$ cat config.mk
export PLATFORM = sky130hd
export DESIGN_NAME = if_fetch_unit
export DESIGN_NICKNAME = d
export VERILOG_FILES = /design/src/rtl/if_fetch_unit.sv
export SDC_FILE = /design/constraint.sdc
export NUM_CORES = 1
export LEC_CHECK = 0
export CAP_MARGIN = 40
export CORE_MARGIN = 2
export CORE_UTILIZATION = 45
export CTS_BUF_LIST = sky130_fd_sc_hd__clkbuf_8
export CTS_CLUSTER_SIZE = 16
export DETAILED_ROUTE_END_ITERATION = 8
export DONT_BUFFER_PORTS = 1
export PLACE_DENSITY = 0.67
export SYNTH_ARGS = -nofsm -noshare
export SYNTH_HDL_FRONTEND = slang
export SYNTH_SLANG_ARGS = --single-unit
$ cat constraint.sdc
create_clock -name CLK -period 2.17 [get_ports CLK]
set_input_delay 0 -clock CLK [delete_from_list [all_inputs] [get_ports CLK]]
set_output_delay 0 -clock CLK [all_outputs]
set_load 0.05 [all_outputs]
$ cat src/rtl/if_fetch_unit.sv
// ============================================================================
// Module  : if_fetch_unit
// Purpose : MIPS instruction-fetch stage; PC, req/ack imem fetch, IF/ID feed.
// Rev     : 1.0
// ============================================================================
`default_nettype none

module if_fetch_unit #(
  parameter logic [31:0] RESET_PC = 32'h0000_0000
) (
  input  logic        CLK,
  input  logic        Reset,
  input  logic        IF_ID_Write,
  input  logic        zero,
  input  logic [1:0]  PCSrc,
  input  logic [31:0] BranchPC,
  input  logic [31:0] JumpPC,
  input  logic [31:0] JrPC,
  output logic        imem_req,
  output logic [31:0] imem_addr,
  input  logic        imem_ack,
  input  logic [31:0] imem_rdata,
  output logic [31:0] readIns,
  output logic [31:0] nextPC4,
  output logic        ins_valid,
  output logic [31:0] fetch_count
);

  typedef enum logic [1:0] {
    S_FETCH = 2'd0,
    S_VALID = 2'd1,
    S_DRAIN = 2'd2
  } state_t;

  state_t      state;
  logic [31:0] pc;
  logic [31:0] pc_plus4;
  logic        redir;
  logic [31:0] target;
  logic        ack_seen;

  always_comb begin
    redir    = IF_ID_Write & (((PCSrc == 2'b01) & zero) | PCSrc[1]);
    pc_plus4 = pc + 32'd4;
    ack_seen = imem_ack & imem_req;
    case (PCSrc)
      2'b01:   target = BranchPC;
      2'b10:   target = JumpPC;
      default: target = JrPC;
    endcase
    target = target & ~32'h3;
  end

  always_ff @(posedge CLK) begin
    if (Reset) begin
      state       <= S_FETCH;
      pc          <= RESET_PC;
      imem_req    <= 1'b0;
      imem_addr   <= RESET_PC;
      ins_valid   <= 1'b0;
      readIns     <= 32'd0;
      nextPC4     <= 32'd0;
      fetch_count <= 32'd0;
    end else begin
      case (state)
        S_FETCH: begin
          // req low only right after reset: nothing outstanding, any ack is stale
          if (!imem_req) begin
            imem_req <= 1'b1;
            if (redir) begin
              pc        <= target;
              imem_addr <= target;
            end else begin
              imem_addr <= pc;
            end
          end else if (redir) begin
            pc <= target;
            if (ack_seen) begin
              imem_addr <= target;
            end else begin
              state <= S_DRAIN;
            end
          end else if (ack_seen) begin
            readIns   <= imem_rdata;
            nextPC4   <= pc_plus4;
            ins_valid <= 1'b1;
            imem_req  <= 1'b0;
            state     <= S_VALID;
          end
        end

        S_VALID: begin
          if (redir) begin
            pc        <= target;
            imem_addr <= target;
            imem_req  <= 1'b1;
            ins_valid <= 1'b0;
            readIns   <= 32'd0;
            state     <= S_FETCH;
          end else if (IF_ID_Write) begin
            pc          <= pc_plus4;
            imem_addr   <= pc_plus4;
            imem_req    <= 1'b1;
            fetch_count <= fetch_count + 32'd1;
            ins_valid   <= 1'b0;
            readIns     <= 32'd0;
            state       <= S_FETCH;
          end
        end

        S_DRAIN: begin
          // request must run to completion; the newest target is issued after it
          if (redir) begin
            pc <= target;
          end
          if (ack_seen) begin
            imem_addr <= redir ? target : pc;
            state     <= S_FETCH;
          end
        end

        default: begin
          state     <= S_FETCH;
          imem_req  <= 1'b0;
          ins_valid <= 1'b0;
          readIns   <= 32'd0;
        end
      endcase
    end
  end

endmodule

`default_nettype wire

==> run_summary.xml, run 1 <==
<?xml version="1.0" encoding="UTF-8"?>
<metrics>
  <group name="cts">
    <metric name="tritoncts.num_buffers" unit="">17</metric>
    <metric name="tritoncts_num_sinks" unit="">164</metric>
    <metric name="cts-root-buf" unit="">clkbuf_8</metric>
    <metric name="htree_num_levels" unit="">4</metric>
    <metric name="cts_buffer_depth" unit="">2</metric>
    <metric name="holdBufCountCts" unit="">3</metric>
    <metric name="worst_skew_pair.late_latency" unit="ns">0.49</metric>
    <metric name="cts_tree" unit="">built</metric>
    <metric name="clk_pin_slew" unit="ns">0.11</metric>
  </group>
  <group name="place">
    <metric name="dp_cells" unit="">1558</metric>
    <metric name="pre_cts_slack" unit="ns">-0.0989</metric>
    <metric name="io_buffers" unit="">0</metric>
    <metric name="postPlaceCellArea" unit="mm²">0.0108</metric>
    <metric name="place.gp.congestion" unit="">0.985</metric>
    <metric name="detailedPlacementHpwl" unit="µm">25100</metric>
  </group>
  <group name="detailed_routing">
    <metric name="first_pass_iters" unit="">7</metric>
    <metric name="route.vias.total" unit="">9855</metric>
    <metric name="routed_via_density" unit="">6.17</metric>
    <metric name="drc_violation_count_after_routing" unit="">0</metric>
    <metric name="post_drt_antenna_nets" unit="">0</metric>
    <metric name="detail_route.iter0.violations" unit="">1144</metric>
    <metric name="routed_wire_length_per_instance" unit="µm">21.5</metric>
    <metric name="route.final.wire_length" unit="µm">34300</metric>
  </group>
  <group name="worst_setup_path">
    <metric name="regToRegSetupSlack" unit="ns">0.08</metric>
    <metric name="reg2reg_from" unit="">pc[10]</metric>
    <metric name="cp_data_arrival_time" unit="ns">2.50</metric>
    <metric name="timing.critical_path.slowest_stage_cell" unit="">or4_4</metric>
    <metric name="maximum_fanout_along_the_worst_path" unit="">5</metric>
    <metric name="criticalPathCategory" unit="">reg -&gt; reg</metric>
    <metric name="required" unit="ns">2.58</metric>
    <metric name="timing.critical_path.slowest_cell_delay" unit="ns">0.62</metric>
    <metric name="critPathLaunchType" unit="">flip-flop</metric>
    <metric name="endpoint_kind" unit="">flip-flop</metric>
    <metric name="worstReg2RegEnd" unit="">nextPC4[27]</metric>
    <metric name="reg2regPathDepth" unit="">7</metric>
    <metric name="cell_by_cell_listing_of_the_critical_path" unit="">and4_4 &gt; nand4_4 &gt; or4_4 &gt; xnor2_4 &gt; nor2_1 &gt; buf_4 &gt; nor3_1</metric>
  </group>
  <group name="floorplanning">
    <metric name="core" unit="mm²">0.0202</metric>
    <metric name="die_y" unit="µm">148</metric>
    <metric name="num_io_pins" unit="">265</metric>
    <metric name="die-width" unit="µm">148</metric>
    <metric name="placementRows" unit="">52</metric>
    <metric name="initial_utilization" unit="">0.458</metric>
    <metric name="die-area" unit="mm²">0.0218</metric>
  </group>
  <group name="outcome">
    <metric name="failed_checks" unit="">negative hold slack</metric>
    <metric name="outcome" unit="">finished with violations</metric>
  </group>
  <group name="power_and_ir_drop">
    <metric name="power.density_cell_area" unit="mW/mm²">1270</metric>
    <metric name="totalPowerFinal" unit="mW">14.5</metric>
    <metric name="switching_power" unit="mW">7.38</metric>
    <metric name="share_comb_of_total_power" unit="">0.488</metric>
    <metric name="clock_power_share" unit="">0.157</metric>
    <metric name="intPower" unit="mW">7.09</metric>
    <metric name="seq_power_share" unit="">0.355</metric>
    <metric name="switching_share" unit="">0.510</metric>
    <metric name="ir_drop" unit="µV">690</metric>
    <metric name="leakagePower" unit="nW">4.30</metric>
  </group>
  <group name="logic_synthesis">
    <metric name="synthesis.area_per_instance" unit="µm²">7.72</metric>
    <metric name="synth_enable_flop_cells" unit="">0</metric>
    <metric name="synth.ff_latch_count" unit="">164</metric>
    <metric name="synth_xor_xnor_area_share" unit="">0.0556</metric>
    <metric name="async_reset_ff_frac" unit="">0</metric>
    <metric name="postSynthNetCount" unit="">1344</metric>
    <metric name="synthDistinctLibCells" unit="">80</metric>
    <metric name="synth.yosys.seq_area_share" unit="">0.354</metric>
    <metric name="adder_cell_fraction_of_synth_area" unit="">0.0108</metric>
    <metric name="synth_compound_area_frac" unit="">0.257</metric>
    <metric name="yosys-mux-area-fraction" unit="">0.0171</metric>
    <metric name="post_synth_inst_count" unit="">1201</metric>
    <metric name="ys_dominant_reg_cell" unit="">dfxtp_1</metric>
    <metric name="synthesis.yosys.warnings" unit="">0</metric>
    <metric name="dominant_combinational_cell_family_by_area_after_synthesis" unit="">compound AO/OA/AOI/OAI gates</metric>
    <metric name="synth_area" unit="mm²">0.00927</metric>
    <metric name="synthSimpleGateAreaFrac" unit="">0.244</metric>
  </group>
  <group name="cells_and_area">
    <metric name="finish.utilization" unit="">0.563</metric>
    <metric name="most_common_library_cell_in_the_layout_ignoring_fill_and_taps" unit="">buf_4</metric>
    <metric name="layout-drive-gt1-share" unit="">0.227</metric>
    <metric name="area_overhead_of_the_layout_relative_to_synthesis" unit="%">22.9</metric>
    <metric name="n_antenna_cell" unit="">0</metric>
    <metric name="most_used_cells_in_the_layout_excluding_fill_and_tap_cells" unit="">196 x buf_4, 156 x dfxtp_1, 137 x nor2_1</metric>
    <metric name="layout.cells.non_filler" unit="">1597</metric>
    <metric name="nets" unit="">1457</metric>
    <metric name="postLayoutCellArea" unit="mm²">0.0114</metric>
  </group>
  <group name="sta">
    <metric name="skew" unit="ns">0.0152</metric>
    <metric name="final_hold_viol_count" unit="">161</metric>
    <metric name="fin_hold_ws" unit="ns">-0.380</metric>
    <metric name="final_min_period_over_clock_period" unit="">0.964</metric>
    <metric name="maxClockFrequency" unit="GHz">0.478</metric>
    <metric name="max_slew_violation_count" unit="">0</metric>
    <metric name="slew_of_the_pin_with_the_lowest_slew_margin" unit="ns">0.944</metric>
    <metric name="setup_total_negative_slack" unit="ns">0</metric>
    <metric name="final_critical_path_setup_slack" unit="ns">0.0772</metric>
    <metric name="rsz0062_at_grt" unit="">yes</metric>
    <metric name="slew-limit-headroom" unit="">0.364</metric>
    <metric name="setup-violations-final" unit="">0</metric>
    <metric name="period_needed" unit="ns">2.09</metric>
  </group>
  <group name="grt">
    <metric name="grt_remaining_overflow" unit="">0</metric>
    <metric name="grt_max_degree" unit="">168</metric>
    <metric name="groute.usage.overall" unit="">0.304</metric>
    <metric name="antenna_found_initial" unit="">0</metric>
    <metric name="first_global_vias" unit="">9013</metric>
    <metric name="grt_pass1_wl" unit="µm">52000</metric>
  </group>
  <group name="hold_path">
    <metric name="hold_path_end" unit="">pc[28]</metric>
    <metric name="min-delay-start" unit="">Reset</metric>
    <metric name="instance_count_along_the_most_critical_hold_path" unit="">1</metric>
    <metric name="worst_hold_check_path_type" unit="">in -&gt; reg</metric>
  </group>
  <group name="run">
    <metric name="drv_cap" unit="">0</metric>
  </group>
</metrics>
worst max-delay path: cells and delay by family, from the launching register on:
family | cells | cell delay [ns]
flops | 1 | 0.41
simple gates | 5 | 1.25
xor+xnor | 1 | 0.21
buf+inv | 1 | 0.15
cell families (layout without fill, tap and decap cells):
kind of cell | Yosys count | after routing
simple gates | 469 | 469
compound gates | 356 | 356
buf+inv | 131 | 257
mux | 15 | 15
flops | 164 | 164
xor+xnor | 58 | 58
fa+ha+maj | 8 | 8
layout make-up:
| cell class | count | area, µm² |
|---|---|---|
| Multi-Input combinational cell | 906 | 5580 |
| Clock inverter | 15 | 165 |
| Fill cell | 1929 | 8840 |
| Clock buffer | 17 | 234 |
| Inverter | 14 | 52.6 |
| Sequential cell | 164 | 3290 |
| Timing Repair Buffer | 211 | 1730 |
| Tap cell | 270 | 338 |
cell usage after synthesis, drive strengths merged (9+ instances only):
| cell | count | area, µm² |
|---|---|---|
| xor2 | 38 | 333 |
| nor2 | 142 | 536 |
| xnor2 | 20 | 183 |
| clkbuf | 77 | 292 |
| buf | 40 | 229 |
| nand3b | 9 | 67.6 |
| a21oi | 89 | 449 |
| o31ai | 11 | 82.6 |
| and3 | 14 | 88.8 |
| a221o | 13 | 130 |
| o22ai | 16 | 100 |
| a22oi | 32 | 240 |
| nor4 | 13 | 124 |
| nand3 | 76 | 380 |
| nand2 | 122 | 460 |
| a211oi | 42 | 315 |
| nand4 | 26 | 193 |
| o21ai | 73 | 365 |
| nor3 | 29 | 145 |
| dfxtp | 164 | 3280 |
| inv | 13 | 48.8 |
worst max-delay path by stage:
stage,from,to,slack (ns),cells past startpoint
final,pc[10],nextPC4[27],0.08,7
after global routing,state[1],imem_addr[19],-0.03,10
after CTS,state[1],fetch_count[13],0.007,10
after detailed placement,pc[6],imem_addr[22],-0.1,8
after global placement,pc[6],imem_addr[22],-0.09,8
after floorplan,state[0],pc[25],0.01,9
power groups by stage:
stage	registers, mW	logic (mW)	clock network (mW)
floorplan	5.68	3.60	0
global placement	5.18	6.69	0
detailed placement	5.19	6.76	0
CTS	5.12	6.79	2.30
global route	5.19	7.52	2.42
finish	5.13	7.07	2.27
flip-flops by register name (all words and copies together) (netlist names):
name and count:
fetch_count 32, imem_addr 32, imem_req 1, ins_valid 1, nextPC4 32, pc 32
readIns 32, state 2
metal layers:
layer	track usage	vias up	routed length, µm
met5	0	-	0
met4	0.113	0	1010
met3	0.0630	71	3360
met2	0.467	530	15500
met1	0.422	4644	14500
li1	-	4610	-
timing repair:
item | CTS | global route
setup buffers | 0 | 2
gates resized for setup | 5 | 32
endpoints found under the setup margin | 8 | 43
pin swaps | 0 | 5
endpoints found under the hold margin | 164 | 161
cloned | 0 | 2
Note: power is estimated with default switching activity, not from simulation.
==> run 2, diff against run 1 <==
--- a/config.mk
+++ b/config.mk
@@ -5,6 +5,7 @@
 export SDC_FILE = /design/constraint.sdc
 export NUM_CORES = 1
 export LEC_CHECK = 0
+export ABC_AREA = 1
 export CAP_MARGIN = 40
 export CORE_MARGIN = 2
 export CORE_UTILIZATION = 45
==> run 2 against run 1 <==
Compared with the run above: the flow now finishes without violations; sequential cell count is the same; via count grew 7.9%; highest routed layer unchanged; core utilization shrank 0.24 points; die area grew 3.8%; global-route usage shrank 1.6 points.
==> run_summary.xml, run 2 <==
<?xml version="1.0" encoding="UTF-8"?>
<metrics>
  <group name="outcome">
    <metric name="outcome" unit="">complete, no violations</metric>
  </group>
  <group name="worst_setup_path">
    <metric name="timing.critical_path.slowest_cell_delay" unit="ns">0.64</metric>
    <metric name="reg2regPathDepth" unit="">11</metric>
    <metric name="maximum_fanout_along_the_worst_path" unit="">6</metric>
    <metric name="cell_by_cell_listing_of_the_critical_path" unit="">dlygate4sd3_1 &gt; nand2_1 &gt; nand2_2 &gt; dlygate4sd3_1 &gt; nor2_4 &gt; nand2_1 &gt; nor2_1 &gt; nand2_1 &gt; nor2_1 &gt; nand3_1 &gt; o21ai_0 &gt; a21oi_1</metric>
    <metric name="required" unit="ns">2.54</metric>
    <metric name="reg2reg_from" unit="">state[1]</metric>
    <metric name="critPathLaunchType" unit="">primary input</metric>
    <metric name="worstReg2RegEnd" unit="">fetch_count[17]</metric>
    <metric name="cp_data_arrival_time" unit="ns">2.40</metric>
    <metric name="endpoint_kind" unit="">flip-flop</metric>
    <metric name="criticalPathCategory" unit="">in -&gt; reg</metric>
    <metric name="regToRegSetupSlack" unit="ns">0.18</metric>
    <metric name="crit_start" unit="">zero</metric>
    <metric name="crit_top_cell" unit="">nand2_1</metric>
    <metric name="timing.critical_path.slowest_stage_cell" unit="">dlygate4sd3_1</metric>
  </group>
  <group name="grt">
    <metric name="first_global_vias" unit="">9613</metric>
    <metric name="grt_pass1_wl" unit="µm">51400</metric>
    <metric name="antenna_found_initial" unit="">1</metric>
    <metric name="grt_remaining_overflow" unit="">0</metric>
    <metric name="groute.usage.overall" unit="">0.288</metric>
    <metric name="grt_max_degree" unit="">97</metric>
  </group>
  <group name="logic_synthesis">
    <metric name="synth_area" unit="mm²">0.00963</metric>
    <metric name="synthesis.area_per_instance" unit="µm²">6.21</metric>
    <metric name="async_reset_ff_frac" unit="">0</metric>
    <metric name="synth_top_area_frac" unit="">0.341</metric>
    <metric name="synth.most_common_cell" unit="">nand2_1</metric>
    <metric name="synth.yosys.seq_area_share" unit="">0.341</metric>
    <metric name="synth_enable_flop_cells" unit="">0</metric>
    <metric name="synthesis.yosys.warnings" unit="">0</metric>
    <metric name="yosysTopAreaCell" unit="">dfxtp_1</metric>
    <metric name="postSynthNetCount" unit="">1695</metric>
    <metric name="synth.ff_latch_count" unit="">164</metric>
    <metric name="post_synth_inst_count" unit="">1552</metric>
    <metric name="synthDistinctLibCells" unit="">37</metric>
    <metric name="synth.cells.most_frequent" unit="">533 x nand2_1, 197 x a21oi_1, 164 x dfxtp_1</metric>
    <metric name="ys_dominant_reg_cell" unit="">dfxtp_1</metric>
    <metric name="synth.area.top_cells" unit="">dfxtp_1 34%, nand2_1 21%, a21oi_1 10%</metric>
  </group>
  <group name="place">
    <metric name="detailedPlacementHpwl" unit="µm">23600</metric>
    <metric name="place.gp.congestion" unit="">0.940</metric>
    <metric name="io_buffers" unit="">0</metric>
    <metric name="pre_cts_slack" unit="ns">0.0745</metric>
  </group>
  <group name="detailed_routing">
    <metric name="post_drt_antenna_nets" unit="">0</metric>
    <metric name="first_pass_iters" unit="">5</metric>
    <metric name="detail_route.iter0.violations" unit="">1022</metric>
    <metric name="route.vias.total" unit="">10600</metric>
    <metric name="routed_wire_length_per_instance" unit="µm">17.2</metric>
    <metric name="drc_violation_count_after_routing" unit="">0</metric>
    <metric name="routed_via_density" unit="">5.45</metric>
    <metric name="route.final.wire_length" unit="µm">33500</metric>
  </group>
  <group name="cts">
    <metric name="cts_tree" unit="">built</metric>
    <metric name="cts_buffer_depth" unit="">2</metric>
    <metric name="tritoncts.num_buffers" unit="">17</metric>
    <metric name="htree_num_levels" unit="">4</metric>
    <metric name="cts-root-buf" unit="">clkbuf_8</metric>
    <metric name="worst_skew_pair.late_latency" unit="ns">0.48</metric>
    <metric name="tritoncts_num_sinks" unit="">164</metric>
    <metric name="clk_pin_slew" unit="ns">0.11</metric>
  </group>
  <group name="floorplanning">
    <metric name="num_io_pins" unit="">265</metric>
    <metric name="core" unit="mm²">0.0210</metric>
    <metric name="die_y" unit="µm">150</metric>
    <metric name="die-width" unit="µm">150</metric>
    <metric name="initial_utilization" unit="">0.458</metric>
    <metric name="placementRows" unit="">53</metric>
    <metric name="die-area" unit="mm²">0.0226</metric>
  </group>
  <group name="power_and_ir_drop">
    <metric name="leakagePower" unit="nW">4.94</metric>
    <metric name="power.density_cell_area" unit="mW/mm²">850</metric>
    <metric name="ir_drop" unit="µV">443</metric>
    <metric name="totalPowerFinal" unit="mW">10.0</metric>
  </group>
  <group name="cells_and_area">
    <metric name="most_common_library_cell_in_the_layout_ignoring_fill_and_taps" unit="">nand2_1</metric>
    <metric name="most_used_cells_in_the_layout_excluding_fill_and_tap_cells" unit="">533 x nand2_1, 197 x a21oi_1, 161 x dfxtp_1</metric>
    <metric name="area_overhead_of_the_layout_relative_to_synthesis" unit="%">22.4</metric>
    <metric name="finish.utilization" unit="">0.561</metric>
    <metric name="nets" unit="">1804</metric>
    <metric name="layout-drive-gt1-share" unit="">0.107</metric>
  </group>
  <group name="hold_path">
    <metric name="worst_hold_check_path_type" unit="">in -&gt; reg</metric>
    <metric name="min-delay-start" unit="">JrPC[17]</metric>
    <metric name="hold_path_end" unit="">imem_addr[17]</metric>
    <metric name="instance_count_along_the_most_critical_hold_path" unit="">6</metric>
  </group>
  <group name="run">
    <metric name="drv_cap" unit="">0</metric>
  </group>
  <group name="sta">
    <metric name="maxClockFrequency" unit="GHz">0.493</metric>
    <metric name="final_min_period_over_clock_period" unit="">0.935</metric>
    <metric name="final_hold_viol_count" unit="">0</metric>
    <metric name="final_critical_path_setup_slack" unit="ns">0.141</metric>
    <metric name="slew_of_the_pin_with_the_lowest_slew_margin" unit="ns">0.614</metric>
    <metric name="slew-limit-headroom" unit="">0.590</metric>
    <metric name="skew" unit="ns">0.0245</metric>
    <metric name="max_slew_violation_count" unit="">0</metric>
    <metric name="period_needed" unit="ns">2.03</metric>
    <metric name="setup-violations-final" unit="">0</metric>
  </group>
</metrics>
## run 2: cell count changes in the layout (fill, tap and decap cells not counted), moves of 19 or more
cell,change
dlygate4sd3_1,+68
nand2_1,+414
o21ai_0,+44
a211oi_1,-37
a22oi_1,-32
a21oi_1,+110
inv_1,+81
buf_4,-104
xor2_1,-19
## run 2: critical path: cells and delay by family
family                 cells  cell delay [ns]
AO/OA/AOI/OAI              2             0.23
AND/OR/NAND/NOR            8             1.00
buffers and inverters      2             1.18
## run 2: layout make-up
cell class	count	area (µm²)
repair buffers	176	1670
diodes	1	2.50
clock buffers	18	248
inverters	102	387
fillers	2078	9230
flip-flops and latches	164	3290
well taps	275	344
clock inverters	14	210
multi-input cells	1200	5650
## run 2: how the worst max path moves through the flow
stage / end / slack [ns] / cells past startpoint
finish: fetch_count[17] / 0.14 / 12
global route: imem_addr[11] / -0.03 / 13
CTS: pc[24] / 0.04 / 8
detailed placement: pc[24] / 0.07 / 7
global placement: pc[2] / 0.08 / 7
floorplan: fetch_count[23] / 0.27 / 8
## run 2: logic make-up after synthesis
group | count (synthesis) | share of synthesized area
AO/OA/AOI/OAI | 368 | 0.203
XOR/XNOR | 32 | 0.0291
adder cells (fa/ha/maj) | 8 | 0.0104
buffers and inverters | 188 | 0.0796
flip-flops | 164 | 0.341
AND/OR/NAND/NOR | 792 | 0.337
## run 2: through the flow
step | hold WS (ns) | area (µm²) | std cells | TNS, ns
after global routing | 0.0570 | 11800 | 1950 | -0.0619
after detailed placement | 0.0841 | 10500 | 1841 | 0
after floorplan | 0.160 | 9630 | 1552 | 0
after CTS | 0.00386 | 11600 | 1945 | 0
after global placement | 0.0819 | 10500 | 1841 | 0
final | 0.0114 | 11800 | 1950 | 0
## run 2: report_power, final
| group | switching (mW) | internal [mW] | total [mW] |
|---|---|---|---|
| Sequential | 1.08 | 3.39 | 4.47 |
| Clock | 1.28 | 1.32 | 2.60 |
| Combinational | 1.90 | 1.05 | 2.95 |
| Total | 4.26 | 5.76 | 10.0 |
## run 2: timing repair
| item | in CTS | in global routing |
|---|---|---|
| hold buffers | 72 | 0 |
| buffers inserted | 0 | 3 |
| hold endpoints to repair | 141 | 0 |
| setup endpoints to repair | 0 | 62 |
| gates resized for setup | 0 | 18 |
## run 2: routing by layer
metal | track usage | routed length (µm) | up-vias | share of wire
met4 | 0.0764 | 585 | 0 | 0.017
met3 | 0.0800 | 3500 | 48 | 0.10
met1 | 0.395 | 14500 | 4805 | 0.43
met5 | 0 | 0 | - | 0
li1 | - | - | 5265 | -
met2 | 0.443 | 14900 | 517 | 0.44
